## src/rtl/fir_decim_avg.sv

```systemverilog
// ---------------------------------------------------------------------------
// fir_decim_avg
//
// Block-average decimator placed behind a FIR filter. Every DECIM accepted
// samples are summed and divided by DECIM (arithmetic shift). The result is
// pushed into a small output FIFO that feeds an AXI-Stream style master port.
// The input side has no backpressure: if the FIFO is full when a result is
// produced and no pop happens in the same cycle, the result is dropped and
// the sticky ovf_flag is raised.
//
// Build option:
//   FIR_DECIM_ROUND_EN  defined   -> round half up before the shift
//                       undefined -> plain truncating arithmetic shift
//
// Parameters:
//   DATA_W      sample width, signed two's complement
//   DECIM       decimation ratio (2, 4, 8 or 16)
//   FIFO_DEPTH  output FIFO entries (power of two, 2..32)
//
// Ports:
//   aclk                sole clock, rising edge
//   aresetn             asynchronous active-low reset
//   s_axis_data_tvalid  input sample strobe (always accepted)
//   s_axis_data_tdata   signed input sample
//   m_axis_data_tvalid  FIFO non-empty
//   m_axis_data_tready  downstream accept
//   m_axis_data_tdata   FIFO head (zero while empty)
//   ovf_flag            sticky: a result was dropped on a full FIFO
// ---------------------------------------------------------------------------
module fir_decim_avg #(
  parameter int DATA_W     = 16,
  parameter int DECIM      = 4,
  parameter int FIFO_DEPTH = 8
) (
  input  logic              aclk,
  input  logic              aresetn,
  input  logic              s_axis_data_tvalid,
  input  logic [DATA_W-1:0] s_axis_data_tdata,
  output logic              m_axis_data_tvalid,
  input  logic              m_axis_data_tready,
  output logic [DATA_W-1:0] m_axis_data_tdata,
  output logic              ovf_flag
);

  localparam int SHIFT = $clog2(DECIM);
  localparam int ACC_W = DATA_W + SHIFT;
  localparam int PTR_W = $clog2(FIFO_DEPTH);
  localparam int CNT_W = PTR_W + 1;

  if (DECIM != 2 && DECIM != 4 && DECIM != 8 && DECIM != 16) begin : g_bad_decim
    $error("fir_decim_avg: DECIM must be 2, 4, 8 or 16");
  end
  if (FIFO_DEPTH < 2 || FIFO_DEPTH > 32 || (FIFO_DEPTH & (FIFO_DEPTH - 1)) != 0) begin : g_bad_depth
    $error("fir_decim_avg: FIFO_DEPTH must be a power of two in 2..32");
  end

  // -------------------------------------------------------------------------
  // Averaging datapath
  // -------------------------------------------------------------------------
  logic [SHIFT-1:0]        phase;
  logic signed [ACC_W-1:0] acc;
  logic signed [ACC_W-1:0] sample_ext;
  logic signed [ACC_W-1:0] sum;
  logic [DATA_W-1:0]       result;
  logic                    last_phase;

  assign last_phase = (phase == SHIFT'(DECIM - 1));
  assign sample_ext = {{SHIFT{s_axis_data_tdata[DATA_W-1]}}, s_axis_data_tdata};
  // The accumulator is wide enough for DECIM full-scale samples, so the sum
  // can never wrap.
  assign sum        = acc + sample_ext;

`ifdef FIR_DECIM_ROUND_EN
  // One extra bit keeps the half-LSB bias from wrapping a full-scale sum.
  localparam logic signed [ACC_W:0] RND = (ACC_W + 1)'(1) << (SHIFT - 1);
  logic signed [ACC_W:0] sum_rnd;
  assign sum_rnd = $signed({sum[ACC_W-1], sum}) + RND;
  assign result  = DATA_W'(sum_rnd >>> SHIFT);
`else
  assign result  = DATA_W'(sum >>> SHIFT);
`endif

  // NOTE: state registers use non-blocking assignments so every flop samples
  // the pre-edge values; blocking here would create order-dependent races.
  always_ff @(posedge aclk or negedge aresetn) begin
    if (!aresetn) begin
      phase <= '0;
      acc   <= '0;
    end else if (s_axis_data_tvalid) begin
      if (last_phase) begin
        phase <= '0;
        acc   <= '0;
      end else begin
        phase <= phase + 1'b1;
        acc   <= sum;
      end
    end
  end

  // -------------------------------------------------------------------------
  // Output FIFO
  // -------------------------------------------------------------------------
  logic [DATA_W-1:0] mem [FIFO_DEPTH];
  logic [PTR_W-1:0]  wr_ptr;
  logic [PTR_W-1:0]  rd_ptr;
  logic [CNT_W-1:0]  count;
  logic              push;
  logic              pop;
  logic              full;
  logic              empty;
  logic              wr_en;
  logic              drop;

  assign push  = s_axis_data_tvalid && last_phase;
  assign empty = (count == '0);
  assign full  = (count == CNT_W'(FIFO_DEPTH));
  assign pop   = !empty && m_axis_data_tready;
  // A full FIFO still takes the new result when the head leaves this cycle.
  assign wr_en = push && (!full || pop);
  assign drop  = push && full && !pop;

  // NOTE: the storage array is deliberately left out of reset; validity is
  // carried by count, and the output mux forces zero while empty.
  always_ff @(posedge aclk) begin
    if (wr_en) begin
      mem[wr_ptr] <= result;
    end
  end

  always_ff @(posedge aclk or negedge aresetn) begin
    if (!aresetn) begin
      wr_ptr   <= '0;
      rd_ptr   <= '0;
      count    <= '0;
      ovf_flag <= 1'b0;
    end else begin
      if (wr_en) begin
        wr_ptr <= wr_ptr + 1'b1;
      end
      if (pop) begin
        rd_ptr <= rd_ptr + 1'b1;
      end
      case ({wr_en, pop})
        2'b10:   count <= count + 1'b1;
        2'b01:   count <= count - 1'b1;
        default: count <= count;
      endcase
      if (drop) begin
        ovf_flag <= 1'b1;
      end
    end
  end

  // tvalid comes from the registered count, so a push into an empty FIFO
  // becomes visible one cycle later.
  assign m_axis_data_tvalid = !empty;
  assign m_axis_data_tdata  = empty ? '0 : mem[rd_ptr];

endmodule

```

## config.mk

```make
export PLATFORM = sky130hd
export DESIGN_NAME = fir_decim_avg
export DESIGN_NICKNAME = d
export VERILOG_FILES = /design/src/rtl/fir_decim_avg.sv
export SDC_FILE = /design/constraint.sdc
export NUM_CORES = 1
export LEC_CHECK = 0
export ABC_AREA = 1
export BUFFER_PORTS_ARGS = -buffer_cell sky130_fd_sc_hd__buf_2
export CAP_MARGIN = 10
export CORE_AREA = 8 8 131 133
export CTS_CLUSTER_DIAMETER = 100
export DETAILED_ROUTE_END_ITERATION = 6
export DIE_AREA = 0 0 139 141
export GPL_TIMING_DRIVEN = 0
export PLACE_DENSITY = 0.63
export RECOVER_POWER = 50
export REMOVE_ABC_BUFFERS = 1
export SLEW_MARGIN = 20
export SYNTH_ARGS = -nofsm -noshare
export SYNTH_HDL_FRONTEND = slang
export SYNTH_SLANG_ARGS = --single-unit
```

## constraint.sdc

```tcl
create_clock -name aclk -period 2.96 [get_ports aclk]
set_clock_uncertainty 0.15 [all_clocks]
set_input_delay 0.592 -clock aclk [delete_from_list [all_inputs] [get_ports aclk]]
set_output_delay 0.592 -clock aclk [all_outputs]
set_load 0.1 [all_outputs]
```

==> flow_summary.yaml <==
timing:
  fin_crit_sh_pct: 97.1
  drv_slew: 32
  setup_viol: 0
  worst_slew_pin_slew_ps: 1700
  hold_violations: 0
  period_needed_ps: 2880
  whs_ps: 302
  fmax_mhz: 348
  tns_ps: 0
  rsz0062_at_grt: "no"
  slew_headroom_pct: -13.1
synthesis:
  synth_edf_count: 128
  syn_area_mm2: 0.00743
  synth_ff_type: "edfxtp_1"
  yosys_warnings: 0
  synth_cell_types: 41
  synth-async-reset-ratio_pct: 19.5
  postSynthCellCount: 690
  syn_area_per_cell_um2: 10.8
  seq_area_frac_synth_pct: 62.2
  ys_seq_elements: 159
clock_tree:
  cts_buffers: 17
  cts_tree: "built"
  cts_sinks: 159
  h-tree-depth: 4
  ctsHoldBuffers: 0
  cts_buffer_depth: 2
  clkLatencyLatePin_ps: 420
  cts-root-buf: "clkbuf_16"
  path_clk_slew_ps: 60
finish:
  mostFrequentLayoutCells: "nor2_1, edfxtp_1, nand2_1"
  seqCellArea_mm2: 0.00463
  antenna_cells: 0
  final_common_cell: "nor2_1"
  fin_nets: 783
  fillers: 1277
  multi_input_area_mm2: 0.00245
  synthToLayoutAreaGrowth_pct: 15.7
  final_area_mm2: 0.00859
  drive_gt1_share_pct: 13.0
global_routing:
  grt_pass1_vias: 5045
  grt_remaining_overflow: 0
  antenna_found_initial: 0
  grt_pass1_wl_mm: 26.2
  grt_usage_pct: 17.3
  grt_max_degree: 65
detailed_routing:
  drc: 0
  first_pass_iters: 5
  vias: 5209
  wl_per_cell_um: 18.4
  viasPerCell: 5.54
  drt_iter0_markers: 484
  wirelength_mm: 17.3
  antenna_left: 0
floorplan:
  die_area_mm2: 0.0196
  io_pins: 38
  die_x_um: 139
  start_util_pct: 49.6
  core_mm2: 0.0150
  dieHeight_um: 141
  num_rows: 45
placed_design:
  place_area_mm2: 0.00784
  io_buffers: 37
  place_congestion: 0.897
  hpwl_mm: 10.6
critical_path:
  critPathKind: "flop to output port"
  cp_data_required_time_ps: 2220
  cp_max_fo: 32
  crit_arrival_ps: 2130
  cp-start-kind: "flop"
  cp-end-kind: "output port"
run:
  maxCapViolCount: 1
outcome:
  failed_checks: "max-capacitance violations, max-slew violations"
  status: "finished with violations"
worst_hold_path:
  hp-class: "primary input to flop"
## path summary, 6_finish.rpt
path | from | endpoint | slack [ps] | cells past startpoint
min in group asynchronous | aresetn | phase[0] | 460 | 1
max in group asynchronous | aresetn | rd_ptr[0] | 1000 | 1
setup reg to reg | count[0] | count[3] | 270 | 13
hold reg to reg | ovf_flag | ovf_flag | 320 | 1
setup / recovery | rd_ptr[0] | m_axis_data_tdata[8] | 80 | 7
hold / removal | s_axis_data_tvalid | phase[1] | 300 | 3
## cells by family (layout without fill, tap and decap cells)
| family | count (synthesis) | in the layout | share of synthesized area [%] |
|---|---|---|---|
| buf+inv | 67 | 129 | 4.20 |
| xor+xnor | 13 | 13 | 1.53 |
| compound gates | 118 | 118 | 10.1 |
| fa+ha+maj | 24 | 24 | 4.25 |
| flops | 159 | 159 | 62.2 |
| simple gates | 309 | 309 | 17.7 |
## worst max-delay path, stage by stage (launching register included)
cell	delay, ps
dfrtp_4	520
buf_6	180
clkinv_16	110
nor2_1	60
o32ai_1	270
o21ai_1	90
nor2_1	200
buf_6	260
## synthesized netlist by cell type, types with 10 or more instances
cell / count / area share [%]
o32ai_1: 32 / 3.8
clkbuf_1: 10 / 0.51
o21ai_0: 45 / 3.0
edfxtp_1: 128 / 52
nor2_1: 149 / 7.5
dfrtp_1: 31 / 10
o21ai_1: 14 / 0.94
ha_1: 22 / 3.7
nand2_1: 107 / 5.4
a21oi_1: 16 / 1.1
inv_1: 36 / 1.8
nand3_1: 19 / 1.3
## area by class of cell
class	count	share of cell area, %
Clock buffer	26	5.58
Tap cell	188	2.74
Clock inverter	6	1.25
Multi-Input combinational cell	464	28.5
Sequential cell	159	53.9
Timing Repair Buffer	56	5.80
Timing Repair inverter	1	0.131
Inverter	40	2.10
## repair_timing
| item | 4_1_cts | 5_1_grt |
|---|---|---|
| pin swaps | 0 | 1 |
| setup endpoints to repair | 16 | 10 |
| resized for setup | 23 | 9 |
| cloned | 0 | 2 |
| endpoints found under the hold margin | 0 | 0 |
| setup buffers | 6 | 3 |
## registers in the layout (all words and copies together), names as in the netlist
signal    count
phase         2
ovf_flag      1
mem         128
count         4
rd_ptr        3
acc          18
wr_ptr        3
## per-layer routing
metal	track usage [%]	wire length, µm	up-vias
met2	29.6	8540	141
met5	0	0	-
met3	3.65	767	27
li1	-	-	2495
met1	21.0	7620	2546
met4	6.82	350	0
## per-stage QoR
step                      instances  setup slack, ps  utilization, %
after floorplan                 663             -814               -
after global placement          888            -1170            51.3
after detailed placement        897             -164            52.3
after CTS                       935             1.45            57.1
after global routing            940             7.65            57.4
final                           940             84.4            57.4
Power is left out: the tool's default activity adds up to more than one toggle a clock period on the data nets, which glitch-free logic cannot reach.
